## config.mk

```make
export PLATFORM = sky130hd
export DESIGN_NAME = dac_ltc2624_ctrl
export DESIGN_NICKNAME = d
export VERILOG_FILES = /design/src/rtl/dac_ltc2624_pkg.sv /design/src/rtl/spi_shift32.sv /design/src/rtl/dac_ltc2624_ctrl.sv
export SDC_FILE = /design/constraint.sdc
export NUM_CORES = 1
export LEC_CHECK = 0
export CAP_MARGIN = 20
export CORE_UTILIZATION = 60
export CTS_CLUSTER_DIAMETER = 200
export DETAILED_ROUTE_END_ITERATION = 12
export PLACE_DENSITY_LB_ADDON = 0.08
export SETUP_SLACK_MARGIN = 0.2
export SLEW_MARGIN = 20
export SYNTH_ARGS = -nofsm -noshare
export SYNTH_HDL_FRONTEND = slang
export SYNTH_HIERARCHICAL = 1
export SYNTH_SLANG_ARGS = --single-unit
export TNS_END_PERCENT = 10
```

## constraint.sdc

```tcl
create_clock -name clk -period 4.8 [get_ports clk]
set_input_delay 0.48 -clock clk [delete_from_list [all_inputs] [get_ports clk]]
set_output_delay 0.48 -clock clk [all_outputs]
set_load 0.05 [all_outputs]
```

## src/rtl/dac_ltc2624_pkg.sv

```systemverilog
// dac_ltc2624_pkg: shared states, constants and frame helpers for the LTC2624 controller
package dac_ltc2624_pkg;
  typedef enum logic [2:0] {S_BOOT, S_CLR, S_INITW, S_IDLE, S_SETUP, S_SHIFT, S_HOLD, S_GAP} state_t;
  typedef logic [15:0] cnt_t;
  localparam logic [3:0] CMD_WRITE_UPDATE = 4'b0011;
  localparam logic [3:0] ADDR_A = 4'h0;
  localparam logic [3:0] ADDR_B = 4'h1;
  localparam logic [3:0] ADDR_C = 4'h2;
  localparam logic [3:0] ADDR_D = 4'h3;
  localparam logic [3:0] ADDR_ALL = 4'hF;
  function automatic logic addr_legal(input logic [3:0] addr);
    return addr <= ADDR_D || addr == ADDR_ALL;
  endfunction
  function automatic logic [31:0] make_frame(input logic [3:0] addr, input logic [11:0] data,
                                             input logic [3:0] cmd = CMD_WRITE_UPDATE);
    return {8'h00, cmd, addr, data, 4'h0};
  endfunction
endpackage

```

## src/rtl/spi_shift32.sv

```systemverilog
// spi_shift32: SCK divider, 32-bit MSB-first MOSI shifter and echo capture
module spi_shift32 #(
  parameter int DIV = 2
) (
  input  logic        clk,
  input  logic        rst_n,
  input  logic        start,
  input  logic [31:0] frame,
  input  logic        din,
  output logic        sck,
  output logic        mosi,
  output logic [31:0] echo,
  output logic        last_fall
);
  logic busy;
  logic [6:0] h;
  logic [6:0] h_nx;
  logic [7:0] cnt;
  logic [31:0] sh;
  logic tick;
  // h walks the half-periods: 0 setup, odd = low phase, even = high phase, 64 = last high
  assign tick = cnt == 8'(DIV - 1);
  assign h_nx = h + 7'd1;
  always_ff @(posedge clk or negedge rst_n)
    if (!rst_n) begin
      busy <= 1'b0;
      h <= '0;
      cnt <= '0;
      sh <= '0;
      sck <= 1'b0;
      mosi <= 1'b0;
      echo <= '0;
      last_fall <= 1'b0;
    end else begin
      last_fall <= 1'b0;
      if (start) begin
        busy <= 1'b1;
        h <= '0;
        cnt <= '0;
        mosi <= frame[31];
        sh <= {frame[30:0], 1'b0};
      end else if (busy) begin
        cnt <= tick ? 8'd0 : cnt + 8'd1;
        if (cnt == 8'd0 && h[0] && h >= 7'd3) begin
          mosi <= sh[31];
          sh <= sh << 1;
        end
        if (tick) begin
          h <= h_nx;
          sck <= !h_nx[0];
          if (!h[0] && h != 7'd0) echo <= {echo[30:0], din};
          if (h == 7'd64) begin
            busy <= 1'b0;
            last_fall <= 1'b1;
          end
        end
      end
    end
endmodule

```

## src/rtl/dac_ltc2624_ctrl.sv

```systemverilog
// dac_ltc2624_ctrl: LTC2624 init, request handshake and frame sequencing with echo check
module dac_ltc2624_ctrl
  import dac_ltc2624_pkg::*;
#(
  parameter int DIV = 2,
  parameter int CLR_CYCLES = 4,
  parameter int INIT_WAIT = 8,
  parameter logic [3:0] CMD = CMD_WRITE_UPDATE
) (
  input  logic        clk,
  input  logic        rst_n,
  input  logic        req_valid,
  output logic        req_ready,
  input  logic [3:0]  req_addr,
  input  logic [11:0] req_data,
  input  logic        reinit,
  output logic        done,
  output logic        addr_err,
  output logic [31:0] echo_data,
  output logic        echo_err,
  output logic        spi_sck,
  output logic        spi_mosi,
  output logic        dac_cs,
  output logic        dac_clr,
  input  logic        dac_out
);
  state_t state;
  cnt_t cnt;
  logic [31:0] frame;
  logic [31:0] frame_q;
  logic [31:0] last_sent;
  logic [31:0] echo;
  logic start;
  logic last_fall;
  assign frame = make_frame(req_addr, req_data, CMD);
  assign start = state == S_IDLE && req_valid && !reinit && addr_legal(req_addr);
  spi_shift32 #(.DIV(DIV)) u_shift (
    .clk(clk), .rst_n(rst_n), .start(start), .frame(frame), .din(dac_out),
    .sck(spi_sck), .mosi(spi_mosi), .echo(echo), .last_fall(last_fall)
  );
  always_ff @(posedge clk or negedge rst_n)
    if (!rst_n) begin
      state <= S_BOOT;
      cnt <= '0;
      dac_clr <= 1'b1;
      dac_cs <= 1'b1;
      req_ready <= 1'b0;
      done <= 1'b0;
      addr_err <= 1'b0;
      echo_data <= '0;
      echo_err <= 1'b0;
      last_sent <= '0;
      frame_q <= '0;
    end else begin
      done <= 1'b0;
      addr_err <= 1'b0;
      cnt <= cnt - cnt_t'(1);
      case (state)
        S_BOOT: begin
          state <= S_CLR;
          dac_clr <= 1'b0;
          cnt <= cnt_t'(CLR_CYCLES - 1);
        end
        S_CLR: if (cnt == '0) begin
          state <= S_INITW;
          dac_clr <= 1'b1;
          cnt <= cnt_t'(INIT_WAIT - 1);
        end
        S_INITW: if (cnt == '0) begin
          state <= S_IDLE;
          req_ready <= 1'b1;
        end
        S_IDLE: if (reinit) begin
          state <= S_CLR;
          dac_clr <= 1'b0;
          req_ready <= 1'b0;
          last_sent <= '0;
          cnt <= cnt_t'(CLR_CYCLES - 1);
        end else if (start) begin
          state <= S_SETUP;
          frame_q <= frame;
          dac_cs <= 1'b0;
          req_ready <= 1'b0;
          cnt <= cnt_t'(DIV - 1);
        end else if (req_valid) addr_err <= 1'b1;
        S_SETUP: if (cnt == '0) state <= S_SHIFT;
        // last_fall lags the 32nd fall by a cycle, so hold needs one count less
        S_SHIFT: if (last_fall) begin
          state <= S_HOLD;
          cnt <= cnt_t'(DIV - 2);
        end
        S_HOLD: if (cnt == '0) begin
          state <= S_GAP;
          dac_cs <= 1'b1;
          done <= 1'b1;
          echo_data <= echo;
          echo_err <= echo != last_sent;
          last_sent <= frame_q;
          cnt <= cnt_t'(DIV - 1);
        end
        S_GAP: if (cnt == '0) begin
          state <= S_IDLE;
          req_ready <= 1'b1;
        end
        default: state <= S_BOOT;
      endcase
    end
endmodule

```

* Word level (Yosys, flattened, before mapping)
Index checks and enable logic that the tools add are counted.
** Word-level totals
- Register bits :: 189
- Latch bits :: 0
- Memory bits (writable) :: 0
- Bits in read-only memories :: 0
- Input bits :: 21
- Output and inout bits :: 40
- Logic and storage cells :: 129
- Memories kept :: 0
** Operators by class
- $add $sub $neg :: 3
- Multiply operators :: 0
- Divide/modulo/power cells :: 0
- Magnitude comparators :: 2
- Equal/unequal tests :: 20
- Shift-type cells :: 0
- Multiplexer cells :: 51
- Bitwise logic cells :: 2
- Reductions and logical operators :: 32
** Operators with widths (count)
- $mux 32 :: 5
- $mux 16 :: 5
- $pmux 16 s5 :: 1
- $pmux 32 s2 :: 1
- $ne 32x32->1 :: 1
- $mux 8 :: 3
- $mux 1 :: 22
- $mux 3 :: 7
- $mux 7 :: 3
- $pmux 3 s7 :: 1
- $logic_not 16->1 :: 1
- $sub 16x1->16 const B :: 1
- $reduce_and 3->1 :: 5
- $eq 3x3->1 const B :: 4
- $ne 2x2->1 const B :: 6
- $reduce_bool 2->1 :: 5
- $add 8x1->8 const B :: 1
- $eq 8x1->1 const B :: 1
- $logic_not 8->1 :: 1
- $reduce_and 4->1 :: 2
- $add 7x1->7 const B :: 1
- $eq 7x7->1 const B :: 1
- $ge 7x2->1 const B :: 1
- $reduce_bool 7->1 :: 1
- 17 further kinds :: 30

* Longest topological paths before layout
Gate-level depths: netlist of the first run.
- Word-level depth :: 7
- Mapped depth :: 10
- Mapped depth without buffers :: 7

* By module
Netlist of the first run, hierarchy kept.
** Modules (own cells, without submodules)
- dac_ltc2624_ctrl :: times used 1, cells each 361, area an instance 4132.7 sq um, sequential area each 2279.7 sq um
- spi_shift32 :: times used 1, cells each 334, area an instance 3764.9 sq um, sequential area each 2052.0 sq um

* Least setup slack after synthesis of the first run
OpenSTA, ideal clock, no wires.
- Kind :: input port to flip-flop
- Start :: in req_addr[3]
- End :: reg u_shift.echo[1]
- Setup time :: 0.125 ns
- Data arrival time :: 2.779 ns
- Data required time :: 4.675 ns
- Slack :: 1.896 ns
- Cell stages on the path :: 8
- Buffers on the path :: 3
- Path through :: and4_1 o2111ai_1 inv_1 clkbuf_1 clkbuf_1 nor4_4 buf_6 mux2_2
** On the way
- Longest elaborated chain between the ends :: 5
- Elaborated cells on any way between the ends :: 6
- Classes of those cells :: order compare: 1; eq/ne: 1; bitwise: 1; reduce/logical: 3
** RTL lines
- start: declaration :: line dac_ltc2624_ctrl.sv:14 : input logic [3:0] req_addr,
- $le 4x2->1 or $eq 4x4->1 (tied branches) :: line dac_ltc2624_pkg.sv:12 : return addr <= ADDR_D || addr == ADDR_ALL;
- $logic_or 1x1->1 * :: line dac_ltc2624_pkg.sv:12
- $logic_and 1x1->1 * :: line dac_ltc2624_ctrl.sv:36 : assign start = state == S_IDLE && req_valid && !reinit && addr_legal(req_addr);
- named net start :: line dac_ltc2624_ctrl.sv:33 : logic start;
- $not 1->1 (no line) *
- $reduce_and 4->1 (no line) *
- end signal: assignment :: line spi_shift32.sv:51 : if (!h[0] && h != 7'd0) echo <= {echo[30:0], din};
- end: declaration :: line spi_shift32.sv:12 : output logic [31:0] echo,
Mark *: on every way through the listed nets, which the timed path passes. The rest lies on a longest branch.
A chain may end at the register's enable or synchronous reset.

* Worst setup path after layout of the first run
- Start :: in req_addr[2]
- End :: reg u_shift.sh[17]
** On the way
- Longest elaborated chain between the ends :: 5
- Elaborated cells on any way between the ends :: 8
- Classes of those cells :: order compare: 1; eq/ne: 1; mux: 1; reduce/logical: 5
** RTL lines
- $le 4x2->1 or $eq 4x4->1 (tied branches) :: line dac_ltc2624_pkg.sv:12
- $logic_or 1x1->1 * :: line dac_ltc2624_pkg.sv:12
- $logic_and 1x1->1 * :: line dac_ltc2624_ctrl.sv:36
- $reduce_bool 2->1 (no line)
- $reduce_and 2->1 (no line)
- end signal: assignment :: line spi_shift32.sv:41 : sh <= {frame[30:0], 1'b0};
- end signal: assignment :: line spi_shift32.sv:46 : sh <= sh << 1;
- end: declaration :: line spi_shift32.sv:19 : logic [31:0] sh;
Every way passes the cells marked *; elsewhere a longest branch is shown, timed or not.

==> results of run 1 <==
## area by class of cell
| cell class | count | share of cell area |
|---|---|---|
| well taps | 172 | 0.02333 |
| flip-flops and latches | 173 | 0.4696 |
| inverters | 12 | 0.004883 |
| multi-input cells | 484 | 0.3639 |
| clock buffers | 19 | 0.04801 |
| repair buffers | 69 | 0.07256 |
| clock inverters | 13 | 0.01777 |
## state kept, by name (all words and copies together), names as in the netlist, 7 cells and up
signal	count
echo_data	32
frame_q	17
cnt	16
u_shift/cnt	8
last_sent	17
u_shift/sh	31
u_shift/h	7
u_shift/echo	32
## where the power goes
part	internal [uW]	switching, uW	total (uW)	leakage, uW
sequential	1630	206	1830	0.00216
clock	834	570	1400	0.000282
combinational	368	496	865	0.00163
## how the worst min path moves through the flow
stage | from | to | slack, ns | cells after the start
finish | rst_n | u_shift/echo[26] | 0.03 | 1
global route | rst_n | echo_data[27] | 0.07 | 1
CTS | rst_n | echo_data[27] | 0.06 | 1
detailed placement | frame_q[6] | frame_q[6] | 0.47 | 2
global placement | frame_q[20] | frame_q[20] | 0.46 | 1
floorplan | rst_n | addr_err | 0.18 | 0
## stage by stage
stage               setup slack [ns]  total power [uW]
detailed placement             1.491              2711
finish                         1.902              4103
CTS                            1.944              4124
global route                   1.610              4309
floorplan                      1.896              2485
global placement               1.530              2666
## cell families (layout without fill, tap and decap cells)
logic type | count (synthesis) | count (layout) | share of synthesized area
xor gates and xnor gates | 34 | 34 | 0.03771
adders and majority gates | 7 | 7 | 0.01109
other | 2 | 16 | 0.0009509
AOI/OAI and AO/OA | 150 | 150 | 0.1290
and+or+nand+nor | 210 | 210 | 0.1439
buffers and inverters | 52 | 113 | 0.03359
DFF | 173 | 173 | 0.5485
muxes | 67 | 67 | 0.09537
## metal layers
metal,vias up,share of wire,global-route usage
met5,-,0,0
met4,0,0.012,0.08439
met3,16,0.047,0.05864
met2,164,0.48,0.4024
met1,2724,0.46,0.3550
li1,2619,-,-
## cell usage in the layout (no fill, tap or decap), drive strengths merged, types with 2 or more instances in the layout
cell type      instances
a21oi                 16
inv                   13
or4                    7
a2bb2oi               23
o21a                   3
clkdlybuf4s50         59
nor4                  11
a31oi                 35
clkbuf                19
and2                   5
a22o                  18
mux2                  66
nand4                  8
nor2                  51
o21ai                 38
a21o                   3
nor3                  14
nand2b                 6
conb                  16
nor2b                  4
or3                    3
bufinv                 3
buf                   10
nand3b                 4
nand3                 20
nand2                 60
xor2                   6
clkinvlp               5
a211oi                 2
o31ai                  3
xnor2                 28
clkinv                 4
ha                     7
and4                   3
and3                   8
o2111ai                2
dfrtp                171
dfstp                  2
==> metrics.md, run 1 <==
| Metric | Value |
|---|---|
| Outcome | `finished, final reports clean` |
| Number of remaining DRC errors | `0` |
| Critical path, cell by cell | `clkdlybuf4s50_1 -> and4_1 -> o2111ai_1 -> buf_4 -> inv_1 -> clkinv_1 -> buf_4 -> nor2_1 -> a31oi_1` |
| Commonest cells in the synthesized netlist | `171 x dfrtp_1, 60 x nand2_1, 49 x nor2_1` |
| Drt first pass iters | `4` |
| Register area | `4332 sq um` |
| GRT Util Overall | `0.2562` |
| CP max FO | `27` |
| R2r endpoint | `u_shift/sh[17]` |
| Leak pwr | `0.004078 uW` |
| Number of synthesized flops with an enable pin | `0` |
| Placeable Area | `12720 sq um` |
| Area of the mapped netlist | `7898 sq um` |
| First-pass GRT wire length | `26850 um` |
| Most frequent cell after synthesis | `dfrtp_1` |
| Synth Register Bits | `173` |
| Async SR Flop Fraction | `1.000` |
| CTS-repair resized insts | `0` |
| Nets@finish | `785` |
| N_diodes | `0` |
| Setup violators final | `0` |
| Hold bufs inserted after CTS | `0` |
| Clock sink total | `173` |
| Vias per std cell | `5.863` |
| Pwr dens | `444.7 nW/um^2` |
| CP dominant cell by count | `buf_4` |
| Post-route ant nets | `0` |
| Vias in the first global route | `5441` |
| Worst vdd ir | `0.3363 mV` |
| Clock root buffer | `clkbuf_16` |
| Number of I/O pins | `61` |
| Post-DP HPWL | `10170 um` |
| Worst endpoint required time | `5.09 ns` |
| Site row count | `41` |
| Post-layout minimum cycle time | `2.898 ns` |
| Total gr overflow | `0` |
| Initial antenna violation count | `0` |
| Buf/Inv on CP | `5` |
| Count of unique library cells instantiated by Yosys | `63` |
| Starting density of the core | `0.6208` |
| Worst hold path class | `input pin to asynchronous set/reset pin` |
| Reg-to-reg critical path startpoint | `state[2]` |
| Worst skew pair latency | `0.43 ns` |
| Die X | `116.7 um` |
| P&R area growth vs syn | `16.81%` |
| Routed WL | `15910 um` |
| Worst Tran Pin Value | `0.8915 ns` |
| Data arrival time of the critical path | `3.19 ns` |
| Buffers on Ports | `60` |
| DRT iter0 DRCs | `413` |
| Layout cells sized above 1 | `0.1338` |
| Syn. warnings | `6` |
| Final hold violation count | `0` |
| Cell count along the critical path | `9` |
| Yosys top cell by area | `dfrtp_1` |
| Worst-path clk slew | `0.06 ns` |
| Rel. slew slack | `0.4042` |
| Final Skew | `0.008738 ns` |
| Dpl cells | `910` |
| Die H | `116.7 um` |
| Register area share after synthesis | `0.5485` |
| Pin count of the biggest net entering global routing | `68` |
| Period Utilization, post-route | `0.6037` |
| Max stage delay cell, worst path | `clkdlybuf4s50_1` |
| Gp weighted congestion | `0.7991` |
| Fillers | `955` |
| Placement Cell Area | `8618 sq um` |
| Post-synth top area share | `0.5418` |
| RSZ-0062 raised after global routing | `no` |
| Final-report max-slew violation count | `0` |
| Non-filler instance count after layout | `942` |
| Worst setup endpoint | `u_shift/sh[17]` |
| R2R depth | `8` |
| Max-cap violations | `0` |
| Top_reg_cell synth | `dfrtp_1` |
| Worst hold margin | `0.03090 ns` |
| Cells after synthesis | `695` |
| Worst path max stage delay | `0.55 ns` |
| R2r setup slk | `1.92 ns` |
| Area of the multi-input gates | `3357 sq um` |
| Die area | `13630 sq um` |
| Syn Area/Cell | `11.36 sq um` |
| Longest Clk Path Bufs | `2` |
| WL per Instance | `16.89 um` |
| CP Class | `input pin to flip-flop` |
| Kind of cell adding the most delay to the critical path | `buffers and inverters` |
| Peak Freq | `345.1 MHz` |
| Critical Path Start | `req_addr[2]` |
| H-Tree Depth | `4` |
| Routed via count | `5523` |
| CTS tree | `built` |
| Fin Setup TNS | `0 ns` |
| Inserted Clock Buffers | `17` |
| Cell area after layout | `9225 sq um` |
| CP startpoint kind | `input pin` |
| Setup crit end kind | `flip-flop` |
| Synth top area cells | `dfrtp_1 54%, mux2_2 5.4%, mux2_1 4.0%` |
| Final core occ | `0.7251` |
| Post-CTS Setup Bufs | `0` |
(Power assumes the default switching activity.)
==> run 2, diff against run 1 <==
Settings changed: CORE_UTILIZATION 60 to 58.
Clock period 4.8 ns to 2.8 ns, I/O delays scaled along.
==> run 2 against run 1 <==
Core utilization shrank 1.8 points. Sequential share of layout area shrank 0.69 points. Cell count grew 1.4%. Wire length grew 2.1%. Sequential cell count is the same. Clock power grew 71%. Critical path depth shrank 3. Sequential power grew 71%. Combinational power grew 78%. Register-to-register slack lost 1.5 ns. Via count grew 2.1%. Critical path type is now flip-flop to flip-flop. Critical endpoint is now last_sent[5]. Highest routed layer unchanged.
==> metrics.md, run 2 (synthesis gave the netlist of run 1 again) <==
| Metric | Value |
|---|---|
| Outcome | `finished, final reports clean` |
| Die area | `14090 sq um (+3.4%)` |
| GRT Util Overall | `0.2463 (-0.009937)` |
| Worst-path clk slew | `0.06 ns (about the same)` |
| CP startpoint kind | `flip-flop` |
| Biggest regs | `echo_data (32), u_shift/echo (32), u_shift/sh (31)` |
| Placement Cell Area | `8733 sq um (+1.3%)` |
| Buffers on Ports | `60 (unchanged)` |
| Site row count | `42 (+2.4%)` |
| Number of remaining DRC errors | `0 (unchanged)` |
| Worst vdd ir | `0.4667 mV (+39%)` |
| WL per Instance | `17.02 um (+0.73%)` |
| Setup crit end kind | `flip-flop` |
| CTS tree | `built` |
| Worst endpoint required time | `3.16 ns (-1.93 ns)` |
| Switching power | `2119 uW (+67%)` |
| P&R area growth vs syn | `18.55%` |
| First-pass GRT wire length | `27460 um (+2.3%)` |
| Pin count of the biggest net entering global routing | `65 (-4.4%)` |
| CP max FO | `18 (-33%)` |
| Fillers | `978 (+2.4%)` |
| Post-route ant nets | `0 (unchanged)` |
| Nets@finish | `794 (+1.1%)` |
| Initial antenna violation count | `0 (unchanged)` |
| Longest Clk Path Bufs | `2 (unchanged)` |
| Power share of the clock group | `0.340 (-0.002)` |
| N_diodes | `0 (unchanged)` |
| Inserted Clock Buffers | `17 (unchanged)` |
| H-Tree Depth | `4 (unchanged)` |
| Leak pwr | `0.004158 uW (+2.0%)` |
| Worst skew pair latency | `0.43 ns (about the same)` |
| Drt first pass iters | `5 (+1)` |
| Leading cell type in the layout, fill and taps excluded | `dfrtp_1` |
| Worst hold path class | `input pin to asynchronous set/reset pin` |
| Post-CTS Setup Bufs | `0 (unchanged)` |
| Placeable Area | `13240 sq um (+4.1%)` |
| Cell area after layout | `9363 sq um (+1.5%)` |
| R2r setup slk | `0.37 ns (-1.55 ns)` |
| Gp weighted congestion | `0.8463 (+5.9%)` |
| Vias in the first global route | `5533 (+1.7%)` |
| Data arrival time of the critical path | `2.79 ns (-0.40 ns)` |
| Vias per std cell | `5.904 (+0.69%)` |
| Switching part of the total | `0.2995 (-0.01057)` |
| Routed WL | `16250 um (+2.1%)` |
| Die X | `118.7 um (+1.7%)` |
| Combinational share of power | `0.218 (+0.007)` |
| CP Class | `flip-flop to flip-flop` |
| Pwr dens | `755.9 nW/um^2 (+70%)` |
| Routed via count | `5638 (+2.1%)` |
| Internal | `4958 uW (+75%)` |
| Worst Tran Pin Value | `0.7011 ns (-0.1904 ns)` |
| Peak Freq | `411.6 MHz` |
| Number of I/O pins | `61 (unchanged)` |
| Max-cap violations | `0 (unchanged)` |
| Clock sink total | `173 (unchanged)` |
| Period Utilization, post-route | `0.8677` |
| Layout cells sized above 1 | `0.1399 (+0.006157)` |
| Post-layout minimum cycle time | `2.430 ns` |
| Post-DP HPWL | `10730 um (+5.4%)` |
| Commonest non-fill, non-tap cells in the layout | `171 x dfrtp_1, 60 x nand2_1, 59 x clkdlybuf4s50_1, 49 x nor2_1` |
| Register share of total power | `0.442 (-0.005)` |
| RSZ-0062 raised after global routing | `no` |
| Starting density of the core | `0.5964 (-0.02440)` |
| Clock root buffer | `clkbuf_16` |
| Final-report max-slew violation count | `0 (unchanged)` |
| Final Skew | `0.005918 ns (-0.002820 ns)` |
| Die H | `118.7 um (+1.7%)` |
| Fin Setup TNS | `0 ns (unchanged)` |
| Setup violators final | `0 (unchanged)` |
| DRT iter0 DRCs | `363 (-12%)` |
| Total gr overflow | `0 (unchanged)` |
| Final hold violation count | `0 (unchanged)` |
| Rel. slew slack | `0.5283 (+0.1240)` |
-- run 2: cell types whose count changed in the layout (fill, tap and decap cells not counted), sizes merged --
cell	change
clkbuf	+9
buf	+8
clkinvlp	-4
clkinv	-2
inv	-2
bufinv	-1
dlygate4sd3	+1
-- run 2: final cells by class --
cell class              instances  area (sq um)  area share
clock buffers                  28         546.8     0.05840
clock inverters                 4         72.57    0.007751
inverters                      12         45.04    0.004811
multi-input cells             484          3357      0.3585
flip-flops and latches        173          4332      0.4626
well taps                     176         220.2     0.02352
repair buffers                 78         789.5     0.08432
-- run 2: through the flow --
step	total power (uW)	setup slack (ns)	hold slack (ns)	std cells	utilization
after floorplan	4260	0.2148	-0.01559	709	-
after global placement	4601	0.4214	0.2768	922	0.6595
after detailed placement	4677	0.3447	0.2852	922	0.6595
after CTS	7121	0.3653	0.4077	955	0.7070
after global routing	7456	0.2482	0.4389	955	0.7070
final	7077	0.3703	0.3918	955	0.7070
-- run 2: final timing paths --
kind / from / to / cells after the start
max: cnt[0] / last_sent[5] / 6
min: rst_n / echo_data[26] / 2
max reg2reg: cnt[0] / last_sent[5] / 6
min reg2reg: frame_q[20] / frame_q[20] / 1
max in group asynchronous: rst_n / dac_clr / 3
min in group clk: req_data[5] / frame_q[9] / 3
-- run 2: worst max-delay path, stage by stage (launching register included) --
cell,delay [ns]
dfrtp_1,0.42
inv_1,0.10
ha_1,0.13
or4b_4,0.49
or4_1,0.68
nor2_8,0.32
a22o_2,0.20
-- run 2: metal layers --
metal	track usage	wire length, um
met5	0	0
met3	0.05019	660
met1	0.3406	7527
met4	0.08623	277
met2	0.3885	7786
-- run 2: repair_timing --
item                      CTS  global route
hold buffers                1             0
hold endpoints to repair   54             0
resized for setup           0             0
-- run 2: power groups by stage --
stage	Combinational, uW	Clock (uW)	Sequential (uW)
3_3_place_gp	1460	0	3140
2_1_floorplan	1110	0	3150
6_report	1540	2400	3130
4_1_cts	1550	2450	3120
5_1_grt	1720	2570	3170
3_5_place_dp	1510	0	3160
